==> config.mk <==
export PLATFORM = sky130hd
export DESIGN_NAME = neuraedge_simd_pe
export DESIGN_NICKNAME = d
export VERILOG_FILES = /design/src/rtl/neuraedge_pe_pkg.sv /design/src/rtl/neuraedge_pe_adder_tree.sv /design/src/rtl/neuraedge_simd_pe.sv
export SDC_FILE = /design/constraint.sdc
export NUM_CORES = 1
export LEC_CHECK = 0
export BUFFER_PORTS_ARGS = -buffer_cell sky130_fd_sc_hd__buf_2
export CORE_UTILIZATION = 40
export CTS_CLUSTER_SIZE = 30
export DETAILED_ROUTE_END_ITERATION = 10
export GPL_TIMING_DRIVEN = 1
export PLACE_DENSITY = 0.66
export SLEW_MARGIN = 20
export SYNTH_ARGS = -nofsm -noshare
export SYNTH_HDL_FRONTEND = slang
export SYNTH_SLANG_ARGS = --single-unit
export TNS_END_PERCENT = 100
==> constraint.sdc <==
create_clock -name clk -period 6.15 [get_ports clk]
set_input_delay 0.9225 -clock clk [delete_from_list [all_inputs] [get_ports clk]]
set_output_delay 0.9225 -clock clk [all_outputs]
set_load 0.1 [all_outputs]
==> src/rtl/neuraedge_pe_pkg.sv <==
// Shared definitions for the NeuraEdge SIMD processing element and its array controller:
// derived widths, lane-vector types and accumulator saturation bounds.
package neuraedge_pe_pkg;

   localparam int DEF_LANES        = 4;
   localparam int DEF_DATA_WIDTH   = 8;
   localparam int DEF_WEIGHT_WIDTH = 8;
   localparam int DEF_ACCUM_WIDTH  = 32;

   localparam int PROD_W    = DEF_DATA_WIDTH + DEF_WEIGHT_WIDTH;
   localparam int MAX_ACC_W = 64;

   typedef logic [DEF_LANES-1:0][DEF_DATA_WIDTH-1:0]   act_vec_t;
   typedef logic [DEF_LANES-1:0][DEF_WEIGHT_WIDTH-1:0] weight_vec_t;
   typedef logic [DEF_LANES-1:0][PROD_W-1:0]           prod_vec_t;
   typedef logic [MAX_ACC_W-1:0]                       acc_word_t;

   // Largest representable accumulator value; callers keep the low acc_w bits.
   function automatic acc_word_t sat_max(input int acc_w, input logic is_signed);
      acc_word_t v;
      int        top;
      v   = '0;
      top = is_signed ? acc_w - 1 : acc_w;
      for (int i = 0; i < MAX_ACC_W; i++) begin
         if (i < top) begin
            v[i] = 1'b1;
         end
      end
      return v;
   endfunction

   // Smallest representable value, sign-extended across the full word when signed.
   function automatic acc_word_t sat_min(input int acc_w, input logic is_signed);
      acc_word_t v;
      v = '0;
      if (is_signed) begin
         for (int i = 0; i < MAX_ACC_W; i++) begin
            if (i >= acc_w - 1) begin
               v[i] = 1'b1;
            end
         end
      end
      return v;
   endfunction

endpackage

==> src/rtl/neuraedge_pe_adder_tree.sv <==
// Combinational reduction of LANES products into one OUT_W sum; operands are sign- or
// zero-extended before the first level, unused leaves of the power-of-two tree are zero.
module neuraedge_pe_adder_tree
   import neuraedge_pe_pkg::*;
#(
   parameter int LANES = 4,
   parameter int IN_W  = 16,
   parameter int OUT_W = 32
)(
   input  logic                   is_signed,
   input  logic [LANES*IN_W-1:0]  in_vec,
   output logic [OUT_W-1:0]       sum
);

   localparam int LEVELS = $clog2(LANES);
   localparam int N      = 1 << LEVELS;

   // Heap layout: node[1] is the root, node[N..2N-1] are the leaves.
   logic [OUT_W-1:0] node [1:2*N-1];

   generate
      for (genvar gi = 0; gi < N; gi++) begin : g_leaf
         if (gi < LANES) begin : g_used
            if (OUT_W > IN_W) begin : g_ext
               logic msb;
               assign msb = is_signed & in_vec[gi*IN_W + IN_W - 1];
               assign node[N+gi] = {{(OUT_W-IN_W){msb}}, in_vec[gi*IN_W +: IN_W]};
            end else begin : g_same
               assign node[N+gi] = in_vec[gi*IN_W +: OUT_W];
            end
         end else begin : g_pad
            assign node[N+gi] = '0;
         end
      end

      for (genvar gi = 1; gi < N; gi++) begin : g_node
         assign node[gi] = node[2*gi] + node[2*gi+1];
      end
   endgenerate

   assign sum = node[1];

endmodule

==> src/rtl/neuraedge_simd_pe.sv <==
// LANES-wide integer dot-product PE: S1 registers lane products, S2 reduces and accumulates
// with saturation; packet results are held in a valid/ready output register.
module neuraedge_simd_pe
   import neuraedge_pe_pkg::*;
#(
   parameter int LANES        = 4,
   parameter int DATA_WIDTH   = 8,
   parameter int WEIGHT_WIDTH = 8,
   parameter int ACCUM_WIDTH  = 32
)(
   input  logic                            clk,
   input  logic                            rst_n,
   input  logic                            cfg_signed,
   input  logic                            mac_clear,
   input  logic                            in_valid,
   output logic                            in_ready,
   input  logic [LANES*DATA_WIDTH-1:0]     in_data,
   input  logic [LANES*WEIGHT_WIDTH-1:0]   in_weight,
   input  logic                            in_last,
   output logic                            fwd_valid,
   output logic [LANES*DATA_WIDTH-1:0]     fwd_data,
   output logic [LANES*WEIGHT_WIDTH-1:0]   fwd_weight,
   output logic                            out_valid,
   input  logic                            out_ready,
   output logic [ACCUM_WIDTH-1:0]          out_accum,
   output logic                            out_sat
);

   localparam int LANE_PROD_W = DATA_WIDTH + WEIGHT_WIDTH;
   localparam int MIN_ACC_W   = LANE_PROD_W + $clog2(LANES);

   localparam acc_word_t SMAX_W = sat_max(ACCUM_WIDTH, 1'b1);
   localparam acc_word_t SMIN_W = sat_min(ACCUM_WIDTH, 1'b1);
   localparam acc_word_t UMAX_W = sat_max(ACCUM_WIDTH, 1'b0);

   localparam logic [ACCUM_WIDTH-1:0] SMAX = SMAX_W[ACCUM_WIDTH-1:0];
   localparam logic [ACCUM_WIDTH-1:0] SMIN = SMIN_W[ACCUM_WIDTH-1:0];
   localparam logic [ACCUM_WIDTH-1:0] UMAX = UMAX_W[ACCUM_WIDTH-1:0];

   generate
      if (ACCUM_WIDTH < MIN_ACC_W) begin : g_bad_acc_w
         $error("neuraedge_simd_pe: ACCUM_WIDTH too small for one full beat");
      end
      if (ACCUM_WIDTH > MAX_ACC_W) begin : g_wide_acc_w
         $error("neuraedge_simd_pe: ACCUM_WIDTH exceeds package saturation word");
      end
   endgenerate

   logic                         en;
   logic                         accept;
   logic                         s2_fire;

   logic                         s1_valid_reg;
   logic                         s1_last_reg;
   logic                         s1_signed_reg;
   logic [LANES*LANE_PROD_W-1:0] s1_prod_reg;
   logic [LANES*LANE_PROD_W-1:0] prod_next;

   logic [ACCUM_WIDTH-1:0]       acc_reg;
   logic [ACCUM_WIDTH-1:0]       acc_next;
   logic                         sticky_reg;
   logic                         sticky_next;

   logic [ACCUM_WIDTH-1:0]       sum;
   logic [ACCUM_WIDTH:0]         wide;
   logic [ACCUM_WIDTH-1:0]       nxt;
   logic                         clamp;

   logic                         out_valid_reg;
   logic [ACCUM_WIDTH-1:0]       out_accum_reg;
   logic                         out_sat_reg;

   logic                         fwd_valid_reg;
   logic [LANES*DATA_WIDTH-1:0]  fwd_data_reg;
   logic [LANES*WEIGHT_WIDTH-1:0] fwd_weight_reg;

   // A pending, unconsumed result freezes both stages.
   assign en       = !out_valid_reg || out_ready;
   assign in_ready = rst_n && en && !mac_clear;
   assign accept   = in_valid && in_ready;
   assign s2_fire  = en && s1_valid_reg && !mac_clear;

   generate
      for (genvar gi = 0; gi < LANES; gi++) begin : g_lane
         logic                   a_msb;
         logic                   w_msb;
         logic [LANE_PROD_W-1:0] a_ext;
         logic [LANE_PROD_W-1:0] w_ext;
         assign a_msb = cfg_signed & in_data[gi*DATA_WIDTH + DATA_WIDTH - 1];
         assign w_msb = cfg_signed & in_weight[gi*WEIGHT_WIDTH + WEIGHT_WIDTH - 1];
         assign a_ext = {{WEIGHT_WIDTH{a_msb}}, in_data[gi*DATA_WIDTH +: DATA_WIDTH]};
         assign w_ext = {{DATA_WIDTH{w_msb}}, in_weight[gi*WEIGHT_WIDTH +: WEIGHT_WIDTH]};
         // Truncated two's-complement product is exact in either mode at this width.
         assign prod_next[gi*LANE_PROD_W +: LANE_PROD_W] = a_ext * w_ext;
      end
   endgenerate

   always_ff @(posedge clk or negedge rst_n) begin
      if (!rst_n) begin
         s1_valid_reg  <= 1'b0;
         s1_last_reg   <= 1'b0;
         s1_signed_reg <= 1'b0;
         s1_prod_reg   <= '0;
      end else if (mac_clear) begin
         s1_valid_reg  <= 1'b0;
      end else if (en) begin
         s1_valid_reg <= accept;
         if (accept) begin
            s1_last_reg   <= in_last;
            s1_signed_reg <= cfg_signed;
            s1_prod_reg   <= prod_next;
         end
      end
   end

   neuraedge_pe_adder_tree #(
      .LANES (LANES),
      .IN_W  (LANE_PROD_W),
      .OUT_W (ACCUM_WIDTH)
   ) u_adder_tree (
      .is_signed (s1_signed_reg),
      .in_vec    (s1_prod_reg),
      .sum       (sum)
   );

   // One extra bit exposes signed overflow (top two bits differ) or unsigned carry-out.
   always_comb begin
      wide  = '0;
      nxt   = '0;
      clamp = 1'b0;
      if (s1_signed_reg) begin
         wide  = {acc_reg[ACCUM_WIDTH-1], acc_reg} + {sum[ACCUM_WIDTH-1], sum};
         clamp = wide[ACCUM_WIDTH] ^ wide[ACCUM_WIDTH-1];
         if (clamp) begin
            nxt = wide[ACCUM_WIDTH] ? SMIN : SMAX;
         end else begin
            nxt = wide[ACCUM_WIDTH-1:0];
         end
      end else begin
         wide  = {1'b0, acc_reg} + {1'b0, sum};
         clamp = wide[ACCUM_WIDTH];
         nxt   = clamp ? UMAX : wide[ACCUM_WIDTH-1:0];
      end
   end

   always_comb begin
      acc_next    = acc_reg;
      sticky_next = sticky_reg;
      if (mac_clear) begin
         acc_next    = '0;
         sticky_next = 1'b0;
      end else if (s2_fire) begin
         if (s1_last_reg) begin
            acc_next    = '0;
            sticky_next = 1'b0;
         end else begin
            acc_next    = nxt;
            sticky_next = sticky_reg | clamp;
         end
      end
   end

   always_ff @(posedge clk or negedge rst_n) begin
      if (!rst_n) begin
         acc_reg    <= '0;
         sticky_reg <= 1'b0;
      end else begin
         acc_reg    <= acc_next;
         sticky_reg <= sticky_next;
      end
   end

   // A new result may load in the same cycle the previous one is consumed.
   always_ff @(posedge clk or negedge rst_n) begin
      if (!rst_n) begin
         out_valid_reg <= 1'b0;
         out_accum_reg <= '0;
         out_sat_reg   <= 1'b0;
      end else if (s2_fire && s1_last_reg) begin
         out_valid_reg <= 1'b1;
         out_accum_reg <= nxt;
         out_sat_reg   <= sticky_reg | clamp;
      end else if (out_ready) begin
         out_valid_reg <= 1'b0;
      end
   end

   always_ff @(posedge clk or negedge rst_n) begin
      if (!rst_n) begin
         fwd_valid_reg  <= 1'b0;
         fwd_data_reg   <= '0;
         fwd_weight_reg <= '0;
      end else begin
         fwd_valid_reg <= accept;
         if (accept) begin
            fwd_data_reg   <= in_data;
            fwd_weight_reg <= in_weight;
         end
      end
   end

   assign fwd_valid  = fwd_valid_reg;
   assign fwd_data   = fwd_data_reg;
   assign fwd_weight = fwd_weight_reg;
   assign out_valid  = out_valid_reg;
   assign out_accum  = out_accum_reg;
   assign out_sat    = out_sat_reg;

endmodule

== Yosys cells after proc, flatten, opt, wreduce, memory -nomap -nowiden ==
Index checks and enable logic that the tools add are counted.

* Reductions and logical operators: 13
* Equality and inequality tests: 0
* $mul: 4
* Bitwise logic cells: 15
* Order comparisons: 0
* Div/mod/pow operators: 0
* Shift operators: 0
* Add/subtract/negate cells: 5
* Mux-type cells: 15

{| class="wikitable"
|+ Operators with widths
! kind !! count
|-
| two-way mux 32 bit || 7
|-
| multiplier 9 x 9 -> 16 bit || 4
|-
| adder 17 x 17 -> 18 bit || 2
|-
| adder 32 x 19 -> 33 bit || 1
|-
| adder 32 x 32 -> 33 bit || 1
|-
| adder 18 x 18 -> 19 bit || 1
|-
| bitwise AND 1 bit || 12
|-
| two-way mux 1 bit || 8
|-
| logical AND 1 bit || 6
|-
| nonzero test 2 bit || 3
|-
| AND reduction 3 bit || 1
|-
| zero test 1 bit || 2
|-
| logical OR 1 bit || 1
|-
| inverter 1 bit || 1
|-
| OR 1 bit || 1
|-
| XOR 1 bit || 1
|}

* Logic and storage cells: 64
* Register bits after elaboration: 199
* Bits in read-only memories: 0
* Bits in latches: 0
* Memories: 0
* Bits in writable memories: 0
* Output and inout port bits: 100

== Depth between registers and ports, before layout ==
* Depth in word-level cells: 10
* Gate-level depth with buffers: 29

== Modules after synthesis ==
From an unflattened synthesis, not the netlist that was laid out.

* Cell total of the unflattened synthesis: 2,632
* Area total of the unflattened synthesis: 22,963.3 um^2

{| class="wikitable"
|+ By module, submodules not included
! module !! cells an instance !! instances !! area an instance (um^2) !! seq. area each (um^2)
|-
| neuraedge_simd_pe || 2,291 || 1 || 20,469.6 || 4,979.8
|-
| neuraedge_pe_adder_tree || 341 || 1 || 2,493.6 || 0.0
|}

== Worst setup path before layout ==
Ideal clock, no wire load.

* Kind: reg2reg
* From: register s1_prod_reg[18]
* To: register acc_reg[30]
* Setup time: 0.126 ns
* Stages on the path, launching flop included: 25
* Arrival time: 6.491 ns
* Clock period less this slack: 6.617 ns
* Path buffers: 1
* Setup slack: -0.467 ns
* Required time: 6.024 ns
* Path through: dfrtp_1 inv_1 fa_1 fa_1 inv_1 ha_1 a21o_1 a21oi_1 nor2b_1 o21a_1 o41ai_1 o311ai_0 a31o_2 a21oi_1 xnor2_1 ha_1 buf_6 nand4_4 or4_1 a2111o_1 a21boi_2 or2_2 mux2_2 and2_1 a221o_1

* Longest elaborated chain between the ends: 9
* Elaborated cells on any way between the ends: 12
* Classes of those cells: 4 x add/sub; 7 x mux; 1 x bitwise

{| class="wikitable"
|+ RTL lines
! element !! line !! source
|-
| from (decl) || neuraedge_simd_pe.sv:56 || <nowiki>logic [LANES*LANE_PROD_W-1:0] s1_prod_reg;</nowiki>
|-
| from (signal assigned) || neuraedge_simd_pe.sv:111 || <nowiki>s1_prod_reg <= prod_next;</nowiki>
|-
| adder 17 x 17 -> 18 bit (*) || neuraedge_pe_adder_tree.sv:37 || <nowiki>assign node[gi] = node[2*gi] + node[2*gi+1];</nowiki>
|-
| adder 18 x 18 -> 19 bit (*) || neuraedge_pe_adder_tree.sv:37 ||
|-
| adder 32 x 19 -> 33 bit || neuraedge_simd_pe.sv:132 || <nowiki>wide = {acc_reg[ACCUM_WIDTH-1], acc_reg} + {sum[ACCUM_WIDTH-1], sum};</nowiki>
|-
| two-way mux 32 bit / XOR 1 bit (equally long branches) || neuraedge_simd_pe.sv:135, neuraedge_simd_pe.sv:133 ||
|-
| two-way mux 32 bit || neuraedge_simd_pe.sv:134 || <nowiki>if (clamp) begin</nowiki>
|-
| two-way mux 32 bit (*) || neuraedge_simd_pe.sv:131 || <nowiki>if (s1_signed_reg) begin</nowiki>
|-
| two-way mux 32 bit (*) || neuraedge_simd_pe.sv:153 || <nowiki>if (s1_last_reg) begin</nowiki>
|-
| two-way mux 32 bit (*) || neuraedge_simd_pe.sv:152 || <nowiki>end else if (s2_fire) begin</nowiki>
|-
| two-way mux 32 bit (*) || neuraedge_simd_pe.sv:149 || <nowiki>if (mac_clear) begin</nowiki>
|-
| to (signal assigned) || neuraedge_simd_pe.sv:168 || <nowiki>acc_reg <= acc_next;</nowiki>
|-
| to (decl) || neuraedge_simd_pe.sv:59 || <nowiki>logic [ACCUM_WIDTH-1:0] acc_reg;</nowiki>
|}

Every way passes the cells marked *; elsewhere a longest branch is shown, timed or not. The select of a mux whose other input is x is not followed.
A chain may end at the register's enable or synchronous reset.

== Final worst setup path ==
* From: register s1_prod_reg[17]
* To: register acc_reg[2]

Same word-level chain as after synthesis.

==> flow_metrics.env <==
export IMPL_antenna_found_initial=0
export IMPL_cp_max_fo=6
export IMPL_cp_num_cells=30
export IMPL_fin_area_um2=25540
export IMPL_post_route_period_util_pct=100.5
export IMPL_cts_tree="built"
export IMPL_synth_cell_types=78
export IMPL_drtAntennaViolNets=0
export IMPL_num_vias=16910
export IMPL_r2r_worst_path_cells=30
export IMPL_whs_ns=0.4490
export IMPL_htree_levels=4
export IMPL_critPathBufInv=8
export IMPL_track_usage_pct=20.15
export IMPL_rsz0062_at_grt="yes"
export IMPL_clock_latency_ns=0.50
export IMPL_routedWlPerCell_um=15.91
export IMPL_dp_final_hpwl_um=41760
export IMPL_design_portCount=171
export IMPL_final_layout_size_suffix_gt1_share_pct=18.07
export IMPL_skew_ns=0.01699
export IMPL_ys_seq_area_share_pct=22.82
export IMPL_clockBufferDepth=2
export IMPL_first_pass_iters=5
export IMPL_clkSinkCount=199
export IMPL_synthArstFlopShare_pct=100.0
export IMPL_io_buffers=170
export IMPL_synth_top_family_by_area="adder cells"
export IMPL_largest_reg_flops=64
export IMPL_r2r_start="s1_prod_reg[17]$_DFFE_PN0P_"
export IMPL_worstPathArrival_ns=6.56
export IMPL_dpl_cell_count=3287
export IMPL_path_class="reg -> reg"
export IMPL_cts_buffers=17
export IMPL_yosys_most_used_dff="dfrtp_1"
export IMPL_die_area_um2=55480
export IMPL_startpoint_type="flip-flop"
export IMPL_startpoint="s1_prod_reg[17]$_DFFE_PN0P_"
export IMPL_coreArea_um2=53810
export IMPL_synth_area_um2=21820
export IMPL_grt_ovfl_total=0
export IMPL_synthSimpleGateAreaFrac_pct=16.73
export IMPL_clockRootBuffer="clkbuf_16"
export IMPL_antennaDiodeCount=0
export IMPL_slew_violations=0
export IMPL_max_freq_mhz=161.7
export IMPL_totalWireLength_um=53340
export IMPL_max_cap_viol_count=0
export IMPL_synth_xor_area_share_pct=4.496
export IMPL_reg2reg_slack_ns=-0.03
export IMPL_syn_num_nets=2954
export IMPL_synth_compound_area_share_pct=10.04
export IMPL_worst_slack_ns=-0.03314
export IMPL_dpl_cell_area_um2=24080
export IMPL_route_detailed_drc=0
export IMPL_finalHoldViolCount=0
export IMPL_violations="negative setup slack"
export IMPL_critPathMaxStageDelay_ns=0.54
export IMPL_synthMuxAreaShare_pct=0.2064
export IMPL_synthToLayoutAreaGrowth_pct=17.04
export IMPL_worstSetupEndpoint="acc_reg[2]$_DFFE_PN0P_"
export IMPL_critPathCaptureType="flip-flop"
export IMPL_r2r_end="acc_reg[2]$_DFFE_PN0P_"
export IMPL_cts_reportedPaths_clkPinSlew_ns=0.08
export IMPL_relSlewSlack_pct=32.01
export IMPL_synth_cells=2410
export IMPL_yosys_warnings=0
export IMPL_timing_worst_slew_pin_value_ns=1.020
export IMPL_hold_buffers=0
export IMPL_synth_seq_cells=199
export IMPL_min_period_ns=6.183
export IMPL_postSynthAreaPerCell_um2=9.053
export IMPL_die_w_um=235.6
export IMPL_critPathTopFamily="compound AO/OA/AOI/OAI gates"
export IMPL_fin_nets=3187
export IMPL_synth_edf_count=0
export IMPL_grt_pass1_vias=17890
export IMPL_crit_top_cell="buf_6"
export IMPL_worstPathRequired_ns=6.53
export IMPL_grt_max_degree=114
export IMPL_layoutNonFillerInstCount=3352
export IMPL_drt_vias_per_instance=5.045
export IMPL_gp_congestion=0.8878
export IMPL_synth_fa_ha_area_share_pct=37.03
export IMPL_num_rows=85
export IMPL_crit_slowest_cell="fa_1"
export IMPL_fp_dieH_um=235.6
export IMPL_drt_iter0_markers=842
export IMPL_status="finished, violations left"
export IMPL_start_util_pct=40.54
export IMPL_hp_class="in -> async"
export IMPL_grt_first_pass_wirelength_um=90000
export IMPL_setup_violations=5
## cells by family after synthesis
logic type | after synthesis
simple gates | 796
buf+inv | 486
fa+ha+maj | 473
compound gates | 340
flops | 199
xor+xnor | 112
mux | 4
## layout make-up
class                      instances  area (um^2)
tap                              696        870.8
multi-input combinational       1729        15510
sequential                       199         4980
clock buffer                      17        425.4
fill                            5050        28280
inverter                         374         1405
clock inverter                    15        203.9
timing repair buffer             322         2140
## Yosys cell counts, drive strengths merged (3+ instances only)
master | count | share of area, %
o21ai | 94 | 2.2
nand2b | 20 | 0.61
nand3 | 26 | 0.60
inv | 374 | 6.4
nand2 | 462 | 7.9
a22o | 4 | 0.16
or2 | 37 | 1.1
dfrtp | 199 | 23
o22a | 13 | 0.52
and2 | 123 | 3.5
xnor2 | 75 | 3.0
fa | 288 | 26
xor2 | 37 | 1.5
clkbuf | 86 | 1.5
a221o | 12 | 0.56
a21oi | 98 | 2.3
nand4 | 7 | 0.27
nor2 | 71 | 1.2
o21bai | 14 | 0.48
ha | 185 | 11
mux2 | 4 | 0.21
o311ai | 5 | 0.20
a211o | 7 | 0.28
and3 | 21 | 0.61
a31o | 3 | 0.12
or3 | 3 | 0.086
o211ai | 20 | 0.69
nor3 | 8 | 0.18
a211oi | 7 | 0.30
a31oi | 8 | 0.23
nor2b | 7 | 0.20
buf | 25 | 0.71
a21o | 32 | 1.1
## stage by stage
step	util, %	setup WS (ns)	setup TNS [ns]
finish	47.45	-0.03314	-0.1114
global route	47.45	-0.2577	-11.67
CTS	46.73	-0.03881	-0.1749
detailed placement	44.75	-0.6028	-22.93
global placement	44.75	-0.3535	-12.38
floorplan	-	0.01704	0
## repair_timing
| item | CTS | global route |
|---|---|---|
| buffers inserted | 15 | 14 |
| pin swaps | 31 | 56 |
| resized for setup | 56 | 50 |
| gates cloned | 4 | 2 |
| endpoints found under the hold margin | 0 | 0 |
| setup endpoints to repair | 66 | 66 |
## how the worst min path moves through the flow
stage | from | end | slack, ns | cells after the start
detailed placement | fwd_data[16]$_DFFE_PN0P_ | fwd_data[16]$_DFFE_PN0P_ | 0.46 | 2
global placement | fwd_weight[9]$_DFFE_PN0P_ | fwd_weight[9]$_DFFE_PN0P_ | 0.45 | 2
floorplan | s1_prod_reg[10]$_DFFE_PN0P_ | s1_prod_reg[10]$_DFFE_PN0P_ | 0.45 | 2
global route | rst_n | out_sat$_DFFE_PN0P_ | 0.49 | 1
finish | rst_n | out_sat$_DFFE_PN0P_ | 0.45 | 1
CTS | rst_n | s1_valid_reg$_DFFE_PN0P_ | 0.45 | 1
## worst register-to-register path: cells and delay by family, from the launching register on
kind | cells | cell delay (ns)
AO/OA/AOI/OAI | 11 | 2.13
XOR/XNOR | 1 | 0.11
adder cells (fa/ha/maj) | 4 | 1.46
buffers and inverters | 8 | 0.89
flip-flops | 1 | 0.35
AND/OR/NAND/NOR | 6 | 1.15
## routing by layer
| metal | vias up | GRT usage [%] | wire [um] |
|---|---|---|---|
| met2 | 368 | 34.11 | 26000 |
| met3 | 65 | 3.225 | 2220 |
| met4 | 0 | 5.724 | 1035 |
| met5 | - | 0 | 0 |
| li1 | 8038 | - | - |
| met1 | 8440 | 26.62 | 24080 |
## placed cells by master, fill, tap and decap left out, drive strengths merged, types with 76 or more instances in the layout
cell type  Yosys  final
buf           25    320
dfrtp        199    199
o21ai         94     94
xnor2         75     76
a21oi         98     98
fa           288    288
and2         123    124
ha           185    185
inv          374    382
nand2        462    462
Power is left out: the tool's default activity adds up to more than one toggle a clock period on the data nets, which glitch-free logic cannot reach.
